<file path="src/rtl/prism_cfg_pkg.sv">
// Shared types and widths for the PRISM configuration sequencer.
package prism_cfg_pkg;

  localparam int unsigned ADDR_W       = 6;
  localparam int unsigned DATA_W       = 32;
  localparam int unsigned HOLD_DEFAULT = 2;

  typedef enum logic [2:0] {
    ST_IDLE,
    ST_HALT,
    ST_LOAD,
    ST_HOLD,
    ST_RUN
  } state_e;

  typedef struct packed {
    logic [ADDR_W-1:0] addr;
    logic [DATA_W-1:0] data;
  } cfg_entry_t;

endpackage

</file>
<file path="src/rtl/prism_cfg_seq_if.sv">
// Host, staging, control and PRISM debug signals of the configuration sequencer.
interface prism_cfg_seq_if
  import prism_cfg_pkg::*;
#(
  parameter int unsigned DEPTH = 4
);
  localparam int unsigned CW = $clog2(DEPTH) + 1;

  logic              host_wr;
  logic [ADDR_W-1:0] host_addr;
  logic [DATA_W-1:0] host_wdata;
  logic              host_ready;
  logic              stage_wr;
  logic [ADDR_W-1:0] stage_addr;
  logic [DATA_W-1:0] stage_data;
  logic [CW-1:0]     stage_count;
  logic              stage_full;
  logic              overflow;
  logic              start;
  logic              abort;
  logic              auto_en;
  logic              busy;
  logic              done;
  logic              empty_err;
  logic              dbg_wr;
  logic [ADDR_W-1:0] dbg_addr;
  logic [DATA_W-1:0] dbg_wdata;
  logic              fsm_reset;
  logic              fsm_enable;

  modport master (
    output host_wr, host_addr, host_wdata, stage_wr, stage_addr, stage_data,
           start, abort, auto_en,
    input  host_ready, stage_count, stage_full, overflow, busy, done, empty_err,
           dbg_wr, dbg_addr, dbg_wdata, fsm_reset, fsm_enable
  );

  modport slave (
    input  host_wr, host_addr, host_wdata, stage_wr, stage_addr, stage_data,
           start, abort, auto_en,
    output host_ready, stage_count, stage_full, overflow, busy, done, empty_err,
           dbg_wr, dbg_addr, dbg_wdata, fsm_reset, fsm_enable
  );
endinterface

</file>
<file path="src/rtl/prism_cfg_fifo.sv">
// Staging FIFO of {addr,data} entries; a push while full succeeds only alongside a pop.
module prism_cfg_fifo
  import prism_cfg_pkg::*;
#(
  parameter int unsigned DEPTH = 4
) (
  input  logic                       clk,
  input  logic                       rst,
  input  logic                       flush,
  input  logic                       push,
  input  cfg_entry_t                 push_data,
  input  logic                       pop,
  output cfg_entry_t                 head,
  output logic [$clog2(DEPTH):0]     count,
  output logic                       full,
  output logic                       empty
);
  localparam int unsigned AW = $clog2(DEPTH);
  localparam int unsigned CW = AW + 1;

  cfg_entry_t    mem_q [DEPTH];
  logic [AW-1:0] wr_ptr_q, rd_ptr_q;
  logic [CW-1:0] count_q;
  logic          wr_en, rd_en;

  assign full  = (count_q == CW'(DEPTH));
  assign empty = (count_q == '0);
  assign count = count_q;
  assign head  = mem_q[rd_ptr_q];

  always_comb begin
    wr_en = push && (!full || pop);
    rd_en = pop && !empty;
  end

  // Pointers wrap naturally because DEPTH is a power of two.
  always_ff @(posedge clk) begin
    if (rst || flush) begin
      wr_ptr_q <= '0;
      rd_ptr_q <= '0;
      count_q  <= '0;
    end else begin
      if (wr_en) wr_ptr_q <= wr_ptr_q + 1'b1;
      if (rd_en) rd_ptr_q <= rd_ptr_q + 1'b1;
      count_q <= count_q + CW'(wr_en) - CW'(rd_en);
    end
  end

  always_ff @(posedge clk) begin
    if (wr_en && !rst && !flush) mem_q[wr_ptr_q] <= push_data;
  end

endmodule

</file>
<file path="src/rtl/prism_cfg_seq.sv">
// Sequencer that halts PRISM, replays staged and host debug writes, then restarts it.
module prism_cfg_seq
  import prism_cfg_pkg::*;
#(
  parameter int unsigned DEPTH = 4,
  parameter int unsigned HOLD  = HOLD_DEFAULT
) (
  input logic            clk,
  input logic            rst,
  prism_cfg_seq_if.slave bus
);
  localparam int unsigned HW = $clog2(HOLD + 1);

  state_e            state_q;
  logic [HW-1:0]     hold_cnt_q;
  logic              busy_q, done_q, empty_err_q, overflow_q;
  logic              dbg_wr_q, fsm_reset_q, fsm_enable_q;
  logic [ADDR_W-1:0] dbg_addr_q;
  logic [DATA_W-1:0] dbg_wdata_q;

  cfg_entry_t head, push_entry;
  logic       pop, flush, push_drop, fifo_full, fifo_empty;

  assign push_entry = '{addr: bus.stage_addr, data: bus.stage_data};

  always_comb begin
    flush     = bus.abort && (state_q != ST_IDLE);
    pop       = (state_q == ST_LOAD) && !bus.abort && !bus.host_wr && !fifo_empty;
    push_drop = bus.stage_wr && fifo_full && !pop && !flush;
  end

  prism_cfg_fifo #(.DEPTH(DEPTH)) u_fifo (
    .clk       (clk),
    .rst       (rst),
    .flush     (flush),
    .push      (bus.stage_wr),
    .push_data (push_entry),
    .pop       (pop),
    .head      (head),
    .count     (bus.stage_count),
    .full      (fifo_full),
    .empty     (fifo_empty)
  );

  always_ff @(posedge clk) begin
    if (rst) begin
      state_q      <= ST_IDLE;
      hold_cnt_q   <= '0;
      busy_q       <= 1'b0;
      done_q       <= 1'b0;
      empty_err_q  <= 1'b0;
      overflow_q   <= 1'b0;
      dbg_wr_q     <= 1'b0;
      dbg_addr_q   <= '0;
      dbg_wdata_q  <= '0;
      fsm_reset_q  <= 1'b0;
      fsm_enable_q <= 1'b0;
    end else begin
      dbg_wr_q <= 1'b0;
      done_q   <= 1'b0;
      if (flush) begin
        state_q      <= ST_IDLE;
        hold_cnt_q   <= '0;
        busy_q       <= 1'b0;
        fsm_reset_q  <= 1'b1;
        fsm_enable_q <= 1'b0;
      end else begin
        unique case (state_q)
          ST_IDLE: begin
            if (bus.host_wr) begin
              dbg_wr_q    <= 1'b1;
              dbg_addr_q  <= bus.host_addr;
              dbg_wdata_q <= bus.host_wdata;
              state_q     <= ST_HOLD;
            end else if (bus.start && !bus.abort) begin
              overflow_q  <= 1'b0;
              empty_err_q <= 1'b0;
              if (!fifo_empty) begin
                state_q <= ST_HALT;
              end else begin
                done_q      <= 1'b1;
                empty_err_q <= 1'b1;
              end
            end
          end
          ST_HALT: begin
            fsm_enable_q <= 1'b0;
            fsm_reset_q  <= 1'b1;
            busy_q       <= 1'b1;
            state_q      <= ST_LOAD;
          end
          ST_LOAD: begin
            if (bus.host_wr) begin
              dbg_wr_q    <= 1'b1;
              dbg_addr_q  <= bus.host_addr;
              dbg_wdata_q <= bus.host_wdata;
              state_q     <= ST_HOLD;
            end else if (!fifo_empty) begin
              dbg_wr_q    <= 1'b1;
              dbg_addr_q  <= head.addr;
              dbg_wdata_q <= head.data;
              state_q     <= ST_HOLD;
            end else begin
              state_q <= ST_RUN;
            end
          end
          ST_HOLD: begin
            // busy_q tells a sequence slot apart from a standalone host write.
            if (hold_cnt_q == HW'(HOLD - 1)) begin
              hold_cnt_q <= '0;
              state_q    <= busy_q ? ST_LOAD : ST_IDLE;
            end else begin
              hold_cnt_q <= hold_cnt_q + 1'b1;
            end
          end
          ST_RUN: begin
            fsm_reset_q  <= 1'b0;
            fsm_enable_q <= bus.auto_en;
            done_q       <= 1'b1;
            busy_q       <= 1'b0;
            state_q      <= ST_IDLE;
          end
          default: state_q <= ST_IDLE;
        endcase
      end
      if (push_drop) overflow_q <= 1'b1;
    end
  end

  assign bus.host_ready = (state_q == ST_IDLE) || (state_q == ST_LOAD);
  assign bus.stage_full = fifo_full;
  assign bus.overflow   = overflow_q;
  assign bus.busy       = busy_q;
  assign bus.done       = done_q;
  assign bus.empty_err  = empty_err_q;
  assign bus.dbg_wr     = dbg_wr_q;
  assign bus.dbg_addr   = dbg_addr_q;
  assign bus.dbg_wdata  = dbg_wdata_q;
  assign bus.fsm_reset  = fsm_reset_q;
  assign bus.fsm_enable = fsm_enable_q;

endmodule

</file>
<file path="src/flat_wrapper.sv">
// flat-port wrapper written by rule: the top's interface ports become plain ports
module prism_cfg_seq_flat import prism_cfg_pkg::*;
#(
  parameter int unsigned DEPTH = 4,
  parameter int unsigned HOLD  = HOLD_DEFAULT
)
  (clk, rst, bus_host_wr, bus_host_addr, bus_host_wdata, bus_stage_wr, bus_stage_addr, bus_stage_data, bus_start, bus_abort, bus_auto_en, bus_host_ready, bus_stage_count, bus_stage_full, bus_overflow, bus_busy, bus_done, bus_empty_err, bus_dbg_wr, bus_dbg_addr, bus_dbg_wdata, bus_fsm_reset, bus_fsm_enable);
  prism_cfg_seq_if #(.DEPTH(DEPTH)) bus_i ();
  input logic clk;
  input logic rst;
  input wire logic [$bits(bus_i.host_wr)-1:0] bus_host_wr;
  input wire logic [$bits(bus_i.host_addr)-1:0] bus_host_addr;
  input wire logic [$bits(bus_i.host_wdata)-1:0] bus_host_wdata;
  input wire logic [$bits(bus_i.stage_wr)-1:0] bus_stage_wr;
  input wire logic [$bits(bus_i.stage_addr)-1:0] bus_stage_addr;
  input wire logic [$bits(bus_i.stage_data)-1:0] bus_stage_data;
  input wire logic [$bits(bus_i.start)-1:0] bus_start;
  input wire logic [$bits(bus_i.abort)-1:0] bus_abort;
  input wire logic [$bits(bus_i.auto_en)-1:0] bus_auto_en;
  output wire logic [$bits(bus_i.host_ready)-1:0] bus_host_ready;
  output wire logic [$bits(bus_i.stage_count)-1:0] bus_stage_count;
  output wire logic [$bits(bus_i.stage_full)-1:0] bus_stage_full;
  output wire logic [$bits(bus_i.overflow)-1:0] bus_overflow;
  output wire logic [$bits(bus_i.busy)-1:0] bus_busy;
  output wire logic [$bits(bus_i.done)-1:0] bus_done;
  output wire logic [$bits(bus_i.empty_err)-1:0] bus_empty_err;
  output wire logic [$bits(bus_i.dbg_wr)-1:0] bus_dbg_wr;
  output wire logic [$bits(bus_i.dbg_addr)-1:0] bus_dbg_addr;
  output wire logic [$bits(bus_i.dbg_wdata)-1:0] bus_dbg_wdata;
  output wire logic [$bits(bus_i.fsm_reset)-1:0] bus_fsm_reset;
  output wire logic [$bits(bus_i.fsm_enable)-1:0] bus_fsm_enable;
  assign bus_i.host_wr = bus_host_wr;
  assign bus_i.host_addr = bus_host_addr;
  assign bus_i.host_wdata = bus_host_wdata;
  assign bus_i.stage_wr = bus_stage_wr;
  assign bus_i.stage_addr = bus_stage_addr;
  assign bus_i.stage_data = bus_stage_data;
  assign bus_i.start = bus_start;
  assign bus_i.abort = bus_abort;
  assign bus_i.auto_en = bus_auto_en;
  assign bus_host_ready = bus_i.host_ready;
  assign bus_stage_count = bus_i.stage_count;
  assign bus_stage_full = bus_i.stage_full;
  assign bus_overflow = bus_i.overflow;
  assign bus_busy = bus_i.busy;
  assign bus_done = bus_i.done;
  assign bus_empty_err = bus_i.empty_err;
  assign bus_dbg_wr = bus_i.dbg_wr;
  assign bus_dbg_addr = bus_i.dbg_addr;
  assign bus_dbg_wdata = bus_i.dbg_wdata;
  assign bus_fsm_reset = bus_i.fsm_reset;
  assign bus_fsm_enable = bus_i.fsm_enable;
  prism_cfg_seq #(.DEPTH(DEPTH), .HOLD(HOLD)) u_core (.clk(clk), .rst(rst), .bus(bus_i));
endmodule
</file>
<file path="config.mk">
export PLATFORM = sky130hd
export DESIGN_NAME = prism_cfg_seq_flat
export DESIGN_NICKNAME = d
export VERILOG_FILES = /design/src/rtl/prism_cfg_pkg.sv /design/src/rtl/prism_cfg_seq_if.sv /design/src/rtl/prism_cfg_fifo.sv /design/src/rtl/prism_cfg_seq.sv /design/src/flat_wrapper.sv
export SDC_FILE = /design/constraint.sdc
export NUM_CORES = 1
export LEC_CHECK = 0
export CORE_AREA = 2 2 96 167
export CTS_CLUSTER_SIZE = 12
export DETAILED_ROUTE_END_ITERATION = 10
export DIE_AREA = 0 0 98 169
export HOLD_SLACK_MARGIN = 0.15
export PLACE_DENSITY = 0.86
export SYNTH_ARGS = -nofsm -noshare
export SYNTH_HDL_FRONTEND = slang
export SYNTH_SLANG_ARGS = --single-unit
</file>
<file path="constraint.sdc">
create_clock -name clk -period 8.05 [get_ports clk]
set_input_delay 1.2075 -clock clk [delete_from_list [all_inputs] [get_ports clk]]
set_output_delay 1.2075 -clock clk [all_outputs]
set_load 0.02 [all_outputs]
</file>
==> results of run 1 <==
[how the worst min path moves through the flow]
stage | slack [ps] | depth (start not counted) | to | from
6_report | 460 | 1 | u_core.hold_cnt_q[1] | u_core.hold_cnt_q[1]
5_1_grt | 480 | 1 | u_core.hold_cnt_q[1] | u_core.hold_cnt_q[1]
4_1_cts | 470 | 1 | u_core.hold_cnt_q[1] | u_core.hold_cnt_q[1]
3_5_place_dp | 460 | 1 | u_core.hold_cnt_q[1] | u_core.hold_cnt_q[1]
3_3_place_gp | 430 | 1 | u_core.hold_cnt_q[1] | u_core.hold_cnt_q[1]
2_1_floorplan | 420 | 1 | u_core.hold_cnt_q[1] | u_core.hold_cnt_q[1]
[per-stage QoR]
| stage | utilization, % | cells | total power, uW |
|---|---|---|---|
| 2_1_floorplan | - | 529 | 1540 |
| 5_1_grt | 66.6 | 852 | 2670 |
| 4_1_cts | 66.6 | 851 | 2600 |
| 3_3_place_gp | 62.7 | 813 | 1710 |
| 6_report | 66.6 | 852 | 2590 |
| 3_5_place_dp | 62.7 | 813 | 1730 |
[layout by cell type (no fill, tap or decap), types with 2 or more instances in the layout]
cell type,instances
clkbuf_16,21
nor2_1,54
dfxtp_1,57
and2_1,3
and3_2,5
o31ai_1,2
nor4_1,2
xnor2_1,5
nand2_1,80
a21oi_1,4
nor3_1,3
ha_1,6
clkdlybuf4s50_1,131
clkbuf_1,14
inv_1,9
buf_4,2
o21ai_0,6
dfxtp_2,2
a311oi_1,38
nand3b_1,2
edfxtp_1,152
mux4_2,38
[power breakdown]
group | leakage [uW] | total (uW) | switching [uW] | internal (uW)
Combinational | 0.00124 | 416 | 228 | 188
Clock | 0.000288 | 876 | 384 | 492
Sequential | 0.00186 | 1290 | 44.6 | 1250
[metal layers]
| metal | wire (microns) | vias to the layer above | track usage [%] |
|---|---|---|---|
| li1 | - | 2253 | - |
| met1 | 6550 | 2553 | 24.2 |
| met2 | 9800 | 180 | 38.4 |
| met3 | 882 | 54 | 3.22 |
| met4 | 734 | 0 | 11.1 |
| met5 | 0 | - | 0 |
[flip-flops by register name, indices dropped and copies added, names as in the netlist, named ones only]
| name | cells |
|---|---|
| u_core.bus.empty_err | 1 |
| u_core.state_q | 3 |
| u_core.bus.fsm_reset | 1 |
| u_core.u_fifo.mem_q | 152 |
| u_core.bus.done | 1 |
| u_core.u_fifo.count | 3 |
| u_core.u_fifo.wr_ptr_q | 2 |
| u_core.bus.dbg_wr | 1 |
| u_core.bus.busy | 1 |
| u_core.bus.dbg_addr | 6 |
| u_core.bus.overflow | 1 |
| u_core.hold_cnt_q | 2 |
| u_core.bus.dbg_wdata | 32 |
| u_core.bus.fsm_enable | 1 |
| u_core.u_fifo.rd_ptr_q | 2 |
[synth_stat cells, types with 2 or more instances]
cell type	count	share of area (%)
o31ai_1	2	0.18
ha_1	6	0.92
edfxtp_1	152	56
inv_1	9	0.41
buf_4	4	0.37
xnor2_1	5	0.54
and2_1	3	0.23
a21oi_1	4	0.25
buf_2	12	0.74
nand2_1	80	3.7
a311oi_1	38	4.1
dfxtp_1	59	14
and3_1	6	0.46
nor4_1	2	0.15
nor2_1	54	2.5
o21ai_0	6	0.37
buf_1	2	0.092
nand3b_1	2	0.18
nor3_1	3	0.18
mux4_2	38	11
clkbuf_1	17	0.78
[kinds of logic after synthesis]
family	after synthesis
and+or+nand+nor	158
DFF	211
muxes	40
AOI/OAI and AO/OA	62
buffers and inverters	46
xor gates and xnor gates	5
adders and majority gates	7
[final cells by class]
cell class	count	area, sq um
Antenna cell	1	2.50
Clock buffer	36	583
Clock inverter	2	13.8
Fill cell	1034	5080
Inverter	10	37.5
Multi-Input combinational cell	272	2210
Sequential cell	211	5750
Tap cell	186	233
Timing Repair Buffer	134	1330
==> impl_results.md, run 1 <==
- First-pass GRT wire length: 27300 microns
- Pins Over Slew Limit: 0
- Die area: 0.0166 sq mm
- DIE WIDTH: 98 microns
- FFs w/ async S/R, synth: 0%
- Area Growth Syn to Fin: 24.6%
- Dpl ws: 3240 ps
- Worst-Margin Slew: 1060 ps
- CTS tree: built
- Setup violators final: 0
- Post-synth design cell area: 0.00815 sq mm
- Num CTS Buffers: 21
- Synth Area in Compound Gates: 6.11%
- Fin. Hold Viols: 0
- Synth Area in XOR/XNOR: 0.537%
- Reg2reg start: u_core.state_q[1]
- Setup bufs post-CTS: 0
- R2R Path End: u_core.u_fifo.count[2]
- Critical-path cell list: clkdlybuf4s50_1 -> or4b_2 -> o21ai_2 -> and2_1 -> inv_2 -> ha_1 -> inv_1 -> ha_1 -> fa_1 -> xnor2_1 -> xnor2_1 -> nor2_1
- Min Hold Slack: 465 ps
- Htree depth: 1
- Buffers on Ports: 132
- DP HPWL: 10900 microns
- Residual DRC count: 0
- Number of global-route vias before repair: 5316
- Final instance area: 0.0102 sq mm
- Critical path buffers and inverters: 3
- Clk slew on worst S/H paths: 60 ps
- Gate count after technology mapping: 529
- Syn. warnings: 0
- Initial antenna violation count: 1
- Max-cap viol count: 0
- Crit end category: register
- Critical Path RT: 8420 ps
- Max_slew headroom: 29.0%
- Worst Setup SP: bus_host_wr
- RSZ-0062 raised after global routing: no
- Maximum buffer depth of the clock tree: 3
- Max incr delay on CP: 1110 ps
- I/O Pins: 133
- Fmax achieved: 0.233 GHz
- Cell family with most CP delay: simple AND/OR/NAND/NOR gates
- Vias: 5040
- Adder-Cell Fraction of Synth Area: 1.17%
- Crit path capture: u_core.u_fifo.count[2]
- Post-synth EDFFs: 152
- Critical Path AT: 4670 ps
- #FFs+latches synth: 211
- Layout Nets: 740
- CTS resizes: 0
- Status: finished, final reports clean
- P per Cell Area: 255 mW/mm^2
- Initial Util: 53.5%
- Tmin final: 4300 ps
- Largest family of logic cells by synthesized area: multiplexers
- TritonRoute pass-1 iters: 4
- Post-synth cell types: 46
- ANT nets after route: 0
- Die H: 169 microns
- Initial DRC count: 264
- Clock latency on the worst-skew pair: 500 ps
- Post-synthesis net count: 619
- Final GP Congestion: 0.774
- Worst path depth: 12
- Worst setup SP type: input pin
- Clock root buffer master: clkbuf_16
- P_leak: 0.00340 uW
- Pin count of the biggest net entering global routing: 44
- GRT overflow: 0
- Final worst setup slack: 3750 ps
- Simple-gate area share of the yosys netlist: 8.32%
- Synthesized area per cell: 15.4 sq um
- VDD IR max: 0.000223 V
- Worst R2R Setup Slack: 4330 ps
- Core ar.: 0.0152 sq mm
- Top_reg_cell synth: edfxtp_1
- # hold bufs at CTS: 0
- Min-delay worst type: reg2reg
- Cell Rows: 60
- Share of cells above drive strength 1: 11.7%
- Post-synthesis sequential area ratio: 70.5%
- Worst path slowest cell: or4b_2
- Crit Path Max Fanout: 42
- Fraction of synthesized area in multiplexers: 10.8%
- Fin crit share: 53.4%
- DR vias/cell: 5.92
- Cell Area, Placed: 0.00956 sq mm
- Wirelength, routed: 18000 microns
- Final setup TNS: 0 ps
- Clock Sinks: 211
- Clk_skew: 15.2 ps
- Worst r2r path cells: 11
- Setup Crit Path Kind: in2reg
- Routed wire per std cell: 21.1 microns
- Gr usage total: 21.3%
Note: power is estimated with default switching activity, not from simulation.
==> run 2: changes to the inputs <==
--- a/config.mk
+++ b/config.mk
@@ -5,12 +5,12 @@
 export SDC_FILE = /design/constraint.sdc
 export NUM_CORES = 1
 export LEC_CHECK = 0
-export CORE_AREA = 2 2 96 167
+export CORE_AREA = 2 2 97 170
 export CTS_CLUSTER_SIZE = 12
 export DETAILED_ROUTE_END_ITERATION = 10
-export DIE_AREA = 0 0 98 169
+export DIE_AREA = 0 0 99 172
 export HOLD_SLACK_MARGIN = 0.15
-export PLACE_DENSITY = 0.86
+export PLACE_DENSITY = 0.84
 export SYNTH_ARGS = -nofsm -noshare
 export SYNTH_HDL_FRONTEND = slang
 export SYNTH_SLANG_ARGS = --single-unit
==> constraint.sdc (replaced) <==
create_clock -name clk -period 4.3 [get_ports clk]
set_input_delay 0.645 -clock clk [delete_from_list [all_inputs] [get_ports clk]]
set_output_delay 0.645 -clock clk [all_outputs]
set_load 0.02 [all_outputs]
==> run 2 against run 1 <==
Global-route usage decreased by 0.50 points. Total power increased by 88%. Setup slack got worse by 2600 ps. Final cell count is 0.82% higher. Critical path type unchanged.
==> impl_results.md, run 2 (synthesis gave the netlist of run 1 again) <==
- Status: finished, final reports clean
- Initial Util: 52.1% (-1.4 points)
- # hold bufs at CTS: 0 (unchanged)
- P per Cell Area: 474 mW/mm^2 (+86%)
- Hold Path End: u_core.hold_cnt_q[1]
- Worst r2r path cells: 11 (unchanged)
- Dpl ws: 675 ps (-2570 ps)
- Maximum buffer depth of the clock tree: 3 (unchanged)
- Most common cell after layout, fill and taps aside: edfxtp_1
- Core ar.: 0.0156 sq mm (+2.7%)
- Sw Share: 24.9% (-0.53 points)
- Htree depth: 1 (unchanged)
- Worst-Margin Slew: 1000 ps (-61.7 ps)
- CTS tree: built
- Critical Path RT: 4660 ps (-3760 ps)
- Initial antenna violation count: 0 (-1)
- Vias: 4986 (-1.1%)
- Min-delay worst type: reg2reg
- Final instance area: 0.0102 sq mm (+0.67%)
- Wirelength, routed: 17800 microns (-1.0%)
- DIE WIDTH: 99 microns (+1.0%)
- Area Growth Syn to Fin: 25.5%
- Setup violators final: 0 (unchanged)
- Pins Over Slew Limit: 0 (unchanged)
- Num CTS Buffers: 21 (unchanged)
- Clk slew on worst S/H paths: 60 ps (about the same)
- Initial DRC count: 359 (+36%)
- DP HPWL: 11400 microns (+4.8%)
- Worst setup SP type: input pin
- CTS resizes: 0 (unchanged)
- Combinational share of power: 16.2% (about the same)
- Cell Area, Placed: 0.00962 sq mm (+0.64%)
- Fin. Hold Viols: 0 (unchanged)
- Cell Rows: 61 (+1.7%)
- Fill cells: 1072 (+3.7%)
- Die H: 172 microns (+1.8%)
- Clock latency on the worst-skew pair: 480 ps (-20 ps)
- Reg with most FFs: u_core.u_fifo.mem_q
- Number of global-route vias before repair: 5318 (+0.038%)
- DR vias/cell: 5.80 (-1.9%)
- M3 GR Usage: 2.63% (-0.59 points)
- Crit end category: register
- ANT nets after route: 0 (unchanged)
- Sequential cell area: 0.00575 sq mm (unchanged)
- VDD IR max: 0.000388 V (+74%)
- Max-cap viol count: 0 (unchanged)
- Diode count: 0 (-1)
- Gr usage total: 20.8% (-0.50 points)
- Share of cells above drive strength 1: 12.4% (+0.66 points)
- Sequential power share: 49.9% (about the same)
- Hold depth: 1 (unchanged)
- I/O Pins: 133 (unchanged)
- First-pass GRT wire length: 27500 microns (+0.43%)
- GRT met1 Usage: 24.0% (-0.18 points)
- Clock Sinks: 211 (unchanged)
- Final setup TNS: 0 ps (unchanged)
- R2R Path End: u_core.u_fifo.count[2]
- Setup bufs post-CTS: 0 (unchanged)
- Area of the multi-input gates: 0.00221 sq mm (unchanged)
- Setup Crit Path Kind: in2reg
- Crit Path Max Fanout: 7 (-83%)
- Hold Crit Start: u_core.hold_cnt_q[1]
- P_leak: 0.00343 uW (+1.1%)
- Residual DRC count: 0 (unchanged)
- Fin crit share: 73.0%
- Buffers on Ports: 132 (unchanged)
- Psw: 1210 uW (+84%)
- Critical Path AT: 3500 ps (-1170 ps)
- Grt peak-use layer: met2
- Commonest non-fill, non-tap cells in the layout: edfxtp_1, clkdlybuf4s50_1, nand2_1
- Max_slew headroom: 33.1% (+4.1 points)
- Clk_skew: 6.89 ps (-8.31 ps)
- Routed wire per std cell: 20.7 microns (-1.8%)
- Final GP Congestion: 0.782 (+1.1%)
- Layout Nets: 746 (+0.81%)
- TritonRoute pass-1 iters: 5 (+1)
- Total power: 4850 uW (+88%)
- Fmax achieved: 0.318 GHz
- Max reg flops: 152 (unchanged)
- Clock root buffer master: clkbuf_16
- Worst R2R Setup Slack: 1230 ps (-3100 ps)
- Final worst setup slack: 1160 ps (-2590 ps)
- Pin count of the biggest net entering global routing: 53 (+20%)
- RSZ-0062 raised after global routing: no
- Reg2reg start: u_core.state_q[1]
- P_int: 3640 uW (+89%)
- Tmin final: 3140 ps
- GRT overflow: 0 (unchanged)
- Clock power frac: 33.9% (about the same)
- GR Util met2: 39.0% (+0.63 points)
- Die area: 0.0170 sq mm (+2.8%)
[run 2: final cells by class]
cell class                 instances  share of cell area (%)
sequential                       211                    56.2
timing repair buffer             140                    13.6
multi-input combinational        272                    21.6
tap                              189                    2.31
clock buffer                      37                    5.92
inverter                          10                   0.367
[run 2: power groups by stage]
stage	Clock [uW]	Sequential, uW	Combinational, uW
floorplan	0	2530	352
global placement	0	2450	756
detailed placement	0	2460	786
CTS	1670	2420	792
global route	1750	2440	847
finish	1640	2420	785
[run 2: worst max-delay path: stages]
cell	delay, ps
clkdlybuf4s50_1	460
or4b_2	660
o21ai_2	180
and2_1	290
inv_2	50
ha_1	270
inv_1	40
ha_1	180
fa_1	380
xnor2_1	180
xnor2_1	140
nor2_1	50
[run 2: how the worst max path moves through the flow]
stage | endpoint | slack (ps) | cells past startpoint | from
CTS | u_core.u_fifo.count[2] | 1170 | 12 | bus_host_wr
floorplan | u_core.u_fifo.mem_q[0][0] | 1270 | 6 | bus_host_wr
global placement | u_core.u_fifo.count[2] | 740 | 12 | bus_host_wr
finish | u_core.u_fifo.count[2] | 1160 | 12 | bus_host_wr
detailed placement | u_core.u_fifo.count[2] | 680 | 12 | bus_host_wr
global route | u_core.u_fifo.count[2] | 930 | 12 | bus_host_wr
[run 2: stage by stage]
step	hold WS [ps]	instances	util [%]
global placement	434	822	61.5
finish	449	859	65.3
detailed placement	440	822	61.5
global route	462	859	65.3
floorplan	425	529	-
CTS	450	859	65.3
[run 2: layer usage]
metal,wire [microns],share of wire (%)
met5,0,0
met2,9880,56
met1,6650,37
met3,738,4.1
met4,520,2.9
